--- config.mk ---
export PLATFORM = sky130hd
export DESIGN_NAME = lcd_seq_ctrl
export DESIGN_NICKNAME = d
export VERILOG_FILES = /design/src/rtl/lcd_seq_ctrl.sv
export SDC_FILE = /design/constraint.sdc
export NUM_CORES = 1
export LEC_CHECK = 0
export BUFFER_PORTS_ARGS = -buffer_cell sky130_fd_sc_hd__buf_2
export CORE_UTILIZATION = 45
export CTS_CLUSTER_SIZE = 30
export DETAILED_ROUTE_END_ITERATION = 10
export PLACE_DENSITY = 0.69
export SLEW_MARGIN = 25
export SYNTH_ARGS = -nofsm -noshare
export SYNTH_HDL_FRONTEND = slang
export SYNTH_SLANG_ARGS = --single-unit
--- constraint.sdc ---
create_clock -name clk -period 1.73 [get_ports clk]
set_clock_uncertainty 0.05 [all_clocks]
set_input_delay 0.173 -clock clk [delete_from_list [all_inputs] [get_ports clk]]
set_output_delay 0.173 -clock clk [all_outputs]
set_load 0.01 [all_outputs]
--- src/rtl/lcd_seq_ctrl.sv ---
// LCD write sequencer: issues INIT_WORDS or REF_WORDS handshaked writes per burst, with gap, abort and status.
// Optional write timeout enabled by defining LCD_SEQ_TIMEOUT_EN.
//   state | meaning
//   IDLE  | waiting for start
//   ISSUE | one-cycle wr_enable for word_idx
//   WAIT  | waiting for wr_finish (or timeout)
//   GAP   | idle spacing before the next write
//   DONE  | one-cycle done pulse
module lcd_seq_ctrl #(
    parameter int INIT_WORDS     = 4,
    parameter int REF_WORDS      = 16,
    parameter int IDX_W          = 5,
    parameter int GAP_CYCLES     = 2,
    parameter int TIMEOUT_CYCLES = 1024
) (
    input  logic             clk,
    input  logic             rst,
    input  logic             start,
    input  logic             mode,
    input  logic             abort,
    input  logic             wr_finish,
    output logic             wr_enable,
    output logic [IDX_W-1:0] word_idx,
    output logic             mode_q,
    output logic             busy,
    output logic             done,
    output logic             err
);

    typedef enum logic [2:0] {
        S_IDLE  = 3'd0,
        S_ISSUE = 3'd1,
        S_WAIT  = 3'd2,
        S_GAP   = 3'd3,
        S_DONE  = 3'd4
    } state_t;

    localparam int GAP_W = (GAP_CYCLES > 1) ? $clog2(GAP_CYCLES) : 1;
    localparam logic [GAP_W-1:0] GAP_LOAD  = (GAP_CYCLES > 0) ? GAP_W'(GAP_CYCLES - 1) : '0;
    localparam logic [IDX_W-1:0] INIT_LAST = IDX_W'(INIT_WORDS - 1);
    localparam logic [IDX_W-1:0] REF_LAST  = IDX_W'(REF_WORDS - 1);

    if (INIT_WORDS < 1 || REF_WORDS < 1 || GAP_CYCLES < 0 || TIMEOUT_CYCLES < 1 ||
        (1 << IDX_W) < INIT_WORDS || (1 << IDX_W) < REF_WORDS) begin : g_param_check
        $error("lcd_seq_ctrl: illegal parameter combination");
    end

    state_t             state_q, state_d;
    logic [IDX_W-1:0]   idx_q, idx_d;
    logic               mode_lat_q, mode_lat_d;
    logic [GAP_W-1:0]   gap_cnt_q, gap_cnt_d;
    logic [IDX_W-1:0]   last_idx;
    logic               at_last;
    logic               tmo_hit;

    assign last_idx = mode_lat_q ? INIT_LAST : REF_LAST;
    assign at_last  = (idx_q == last_idx);

`ifdef LCD_SEQ_TIMEOUT_EN
    localparam int TMO_W = (TIMEOUT_CYCLES > 1) ? $clog2(TIMEOUT_CYCLES) : 1;
    localparam logic [TMO_W-1:0] TMO_LAST = TMO_W'(TIMEOUT_CYCLES - 1);

    logic [TMO_W-1:0] tmo_cnt_q, tmo_cnt_d;
    logic             err_q, err_d;

    // Counter is zero on the first WAIT cycle; wr_finish on the terminal cycle still completes normally.
    assign tmo_hit   = (state_q == S_WAIT) && !wr_finish && (tmo_cnt_q == TMO_LAST);
    assign tmo_cnt_d = (state_q == S_WAIT) ? tmo_cnt_q + 1'b1 : '0;

    always_comb begin
        err_d = err_q;
        if (state_q == S_IDLE && start) begin
            err_d = 1'b0;
        end else if (tmo_hit && !abort) begin
            err_d = 1'b1;
        end
    end

    always_ff @(posedge clk or posedge rst) begin
        if (rst) begin
            tmo_cnt_q <= '0;
            err_q     <= 1'b0;
        end else begin
            tmo_cnt_q <= tmo_cnt_d;
            err_q     <= err_d;
        end
    end

    assign err = err_q;
`else
    assign tmo_hit = 1'b0;
    assign err     = 1'b0;
`endif

    always_ff @(posedge clk or posedge rst) begin
        if (rst) begin
            state_q    <= S_IDLE;
            idx_q      <= '0;
            mode_lat_q <= 1'b0;
            gap_cnt_q  <= '0;
        end else begin
            state_q    <= state_d;
            idx_q      <= idx_d;
            mode_lat_q <= mode_lat_d;
            gap_cnt_q  <= gap_cnt_d;
        end
    end

    always_comb begin
        state_d    = state_q;
        idx_d      = idx_q;
        mode_lat_d = mode_lat_q;
        gap_cnt_d  = gap_cnt_q;
        case (state_q)
            S_IDLE: begin
                if (start) begin
                    state_d    = S_ISSUE;
                    idx_d      = '0;
                    mode_lat_d = mode;
                end
            end
            S_ISSUE: state_d = S_WAIT;
            S_WAIT: begin
                if (wr_finish) begin
                    if (at_last) begin
                        state_d = S_DONE;
                    end else begin
                        idx_d     = idx_q + 1'b1;
                        gap_cnt_d = GAP_LOAD;
                        state_d   = (GAP_CYCLES == 0) ? S_ISSUE : S_GAP;
                    end
                end else if (tmo_hit) begin
                    state_d = S_DONE;
                end
            end
            S_GAP: begin
                if (gap_cnt_q == '0) begin
                    state_d = S_ISSUE;
                end else begin
                    gap_cnt_d = gap_cnt_q - 1'b1;
                end
            end
            S_DONE:  state_d = S_IDLE;
            default: state_d = S_IDLE;
        endcase
        // Abort wins over everything and freezes word_idx where it is.
        if (abort && state_q != S_IDLE) begin
            state_d   = S_IDLE;
            idx_d     = idx_q;
            gap_cnt_d = gap_cnt_q;
        end
    end

    always_comb begin
        wr_enable = (state_q == S_ISSUE);
        busy      = (state_q != S_IDLE);
        done      = (state_q == S_DONE);
        word_idx  = idx_q;
        mode_q    = mode_lat_q;
    end

endmodule
==> impl_metrics.csv <==
group,metric,value,unit
synthesis,async_flop_share,100.0,%
clock_network,cts.reportedPaths.clkPinSlew,0.07,ns
sta,rsz0062_at_grt,"false",
synthesis,synth_top_area_share,39.76,%
run,maxCapViolations,0,
place,io_buffers,14,
synthesis,synth_cells,65,
routing,route.detailed.drc,0,
grt,antenna_found_initial,0,
cells_and_area,final_common_cell,"buf_2",
die,rows,13,
power,leakage,0.3763,nW
die,die_w,39.40,microns
synthesis,ys_seq_elements,10,
place,gp_congestion,0.7683,
routing,route.final.wire_length,1.350,mm
place,dp_hpwl,1.014,mm
cells_and_area,syn2layout_area_growth,22.07,%
sta,fin_tns_setup,0,ns
routing,firstDrtPassIters,3,
outcome,status,"completed",
sta,post-route-period-util,89.72,%
clock_network,cts_tree,"done",
grt,grt_first_pass_wirelength,2.132,mm
worst_setup_path,cp.arrival,1.68,ns
clock_network,root_buffer,"clkbuf_4",
die,die_height,39.40,microns
clock_network,insertion_delay,0.27,ns
grt,grt_pass1_vias,486,
grt,grt.total_usage,22.69,%
worst_setup_path,crit_type,"reg2reg",
worst_setup_path,path_max_fanout,7,
die,dieArea,1552,sq um
cells_and_area,final_cells,100,
worst_setup_path,crit_required,1.86,ns
routing,drtIter0Drc,13,
synthesis,ys.flop_type,"dfrtp_1",
clock_network,clk_path_buf_depth,2,
place,placed_cells,96,
place,placed_area,735.7,sq um
worst_hold_path,hold_path.class,"in2reg",
synthesis,ys_types,34,
routing,ant_nets,0,
die,initial_core_util,48.37,%
synthesis,netlist_area,629.4,sq um
synthesis,ys_seq_area_share,39.76,%
grt,grt-ovfl-total,0,
synthesis,synth_edf_count,0,
synthesis,yosysTopAreaCell,"dfrtp_1",
routing,num_vias,555,
synthesis,synth.area.top_cells,"dfrtp_1 40%, nor2b_1 6.0%, mux2i_1 4.8%",
routing,wl_per_cell,13.50,microns
cells_and_area,layout_common_cells,"14 x buf_2, 10 x dfrtp_1, 6 x nor2b_1, 5 x nand2_1",
sta,period_minus_slack,1.552,ns
die,core,1301,sq um
synthesis,syn_area_per_cell,9.682,sq um
worst_setup_path,startpoint_type,"register",
routing,drt-vias-per-instance,5.550,
worst_setup_path,end_kind,"register",
power,pwr_density_cell,1194,nW/um^2
clock_network,cts_made_buffers,3,
power,total_power,917.4,uW
synthesis,syn-num-nets,72,
cells_and_area,final_nets,94,
sta,setup_violations,0,
sta,fmax,644.3,MHz
sta,hold_viol,0,
grt,grt_max_degree,11,
sta,slew_violations,0,
synthesis,ys_warn_count,0,
cells_and_area,post-route-util,59.04,%
power,ir_drop,0.0008352,V
die,ios,16,
cells_and_area,diodes,0,
cells_and_area,design_area,768.2,sq um
clock_network,clkSinkCount,10,
clock_network,htreeDepth,1,
cells_and_area,layout-drive-gt1-share,30.59,%
per-stage QoR:
step,hold slack (ns),setup WS [ns]
final,0.06697,0.1779
after global routing,0.07650,0.04019
after CTS,0.06556,0.1687
after detailed placement,0.1237,0.1837
after global placement,0.1190,0.1738
after floorplan,-0.03682,0.2120
area by class of cell:
cell class,instances,area [sq um]
inverters,4,15.01
repair buffers,19,110.1
fillers,130,533.0
well taps,15,18.77
multi-input cells,49,351.6
flip-flops and latches,10,250.2
clock buffers,3,22.52
where the power goes:
part / internal [mW] / switching, mW
Clock: 0.0806 / 0.0833
Combinational: 0.195 / 0.202
Sequential: 0.290 / 0.0671
worst paths after layout:
check | depth (start not counted) | end | from | slack, ns
worst max-delay path | 5 | state_q[1] | word_idx[0] | 0.18
worst min-delay path | 2 | state_q[1] | abort | 0.07
worst max register to register | 5 | state_q[1] | word_idx[0] | 0.18
worst min register to register | 1 | word_idx[4] | word_idx[4] | 0.44
max in group asynchronous | 3 | word_idx[0] | rst | 0.97
min in group asynchronous | 3 | mode_q | rst | 0.38
logic make-up after synthesis:
kind of cell / count (synthesis) / share of synthesized area, %
adder cells (fa/ha/maj): 1 / 1.988
multiplexers: 4 / 6.561
flip-flops: 10 / 39.76
AND/OR/NAND/NOR: 26 / 26.44
buffers and inverters: 6 / 4.373
other: 1 / 0.5958
AO/OA/AOI/OAI: 17 / 20.28
routing by layer:
| layer | wire length [microns] | up-vias | GRT usage (%) | share of wire, % |
|---|---|---|---|---|
| met5 | 0 | - | 0 | 0 |
| met4 | 19 | 0 | 12.93 | 1.4 |
| met3 | 59 | 4 | 13.07 | 4.4 |
| met2 | 594 | 10 | 31.25 | 44 |
| met1 | 677 | 260 | 27.05 | 50 |
| li1 | - | 281 | - | - |
cell usage after synthesis, types with 2 or more instances:
master     n
dfrtp_1   10
nor2b_1    6
nand2_1    5
inv_1      4
mux2i_1    3
o21ai_0    3
a211oi_1   2
a21oi_1    2
a31oi_1    2
nand2b_1   2
nand3_1    2
o311ai_0   2
flip-flops by register name (all words and copies together) (netlist names):
signal	count
word_idx	5
state_q	3
gap_cnt_q	1
mode_q	1
timing repair:
item                                   4_1_cts  5_1_grt
gates resized for setup                      0        0
buffers inserted                             0        0
hold buffers                                 1        0
endpoints found under the hold margin       10        0
worst max-delay path, cell delays in order (launching register included):
cell,delay [ns]
dfrtp_1,0.43
ha_1,0.27
nand2b_1,0.13
a21oi_4,0.06
a211o_1,0.29
a211oi_1,0.24
No activity file was read; power rests on OpenSTA's default activity.
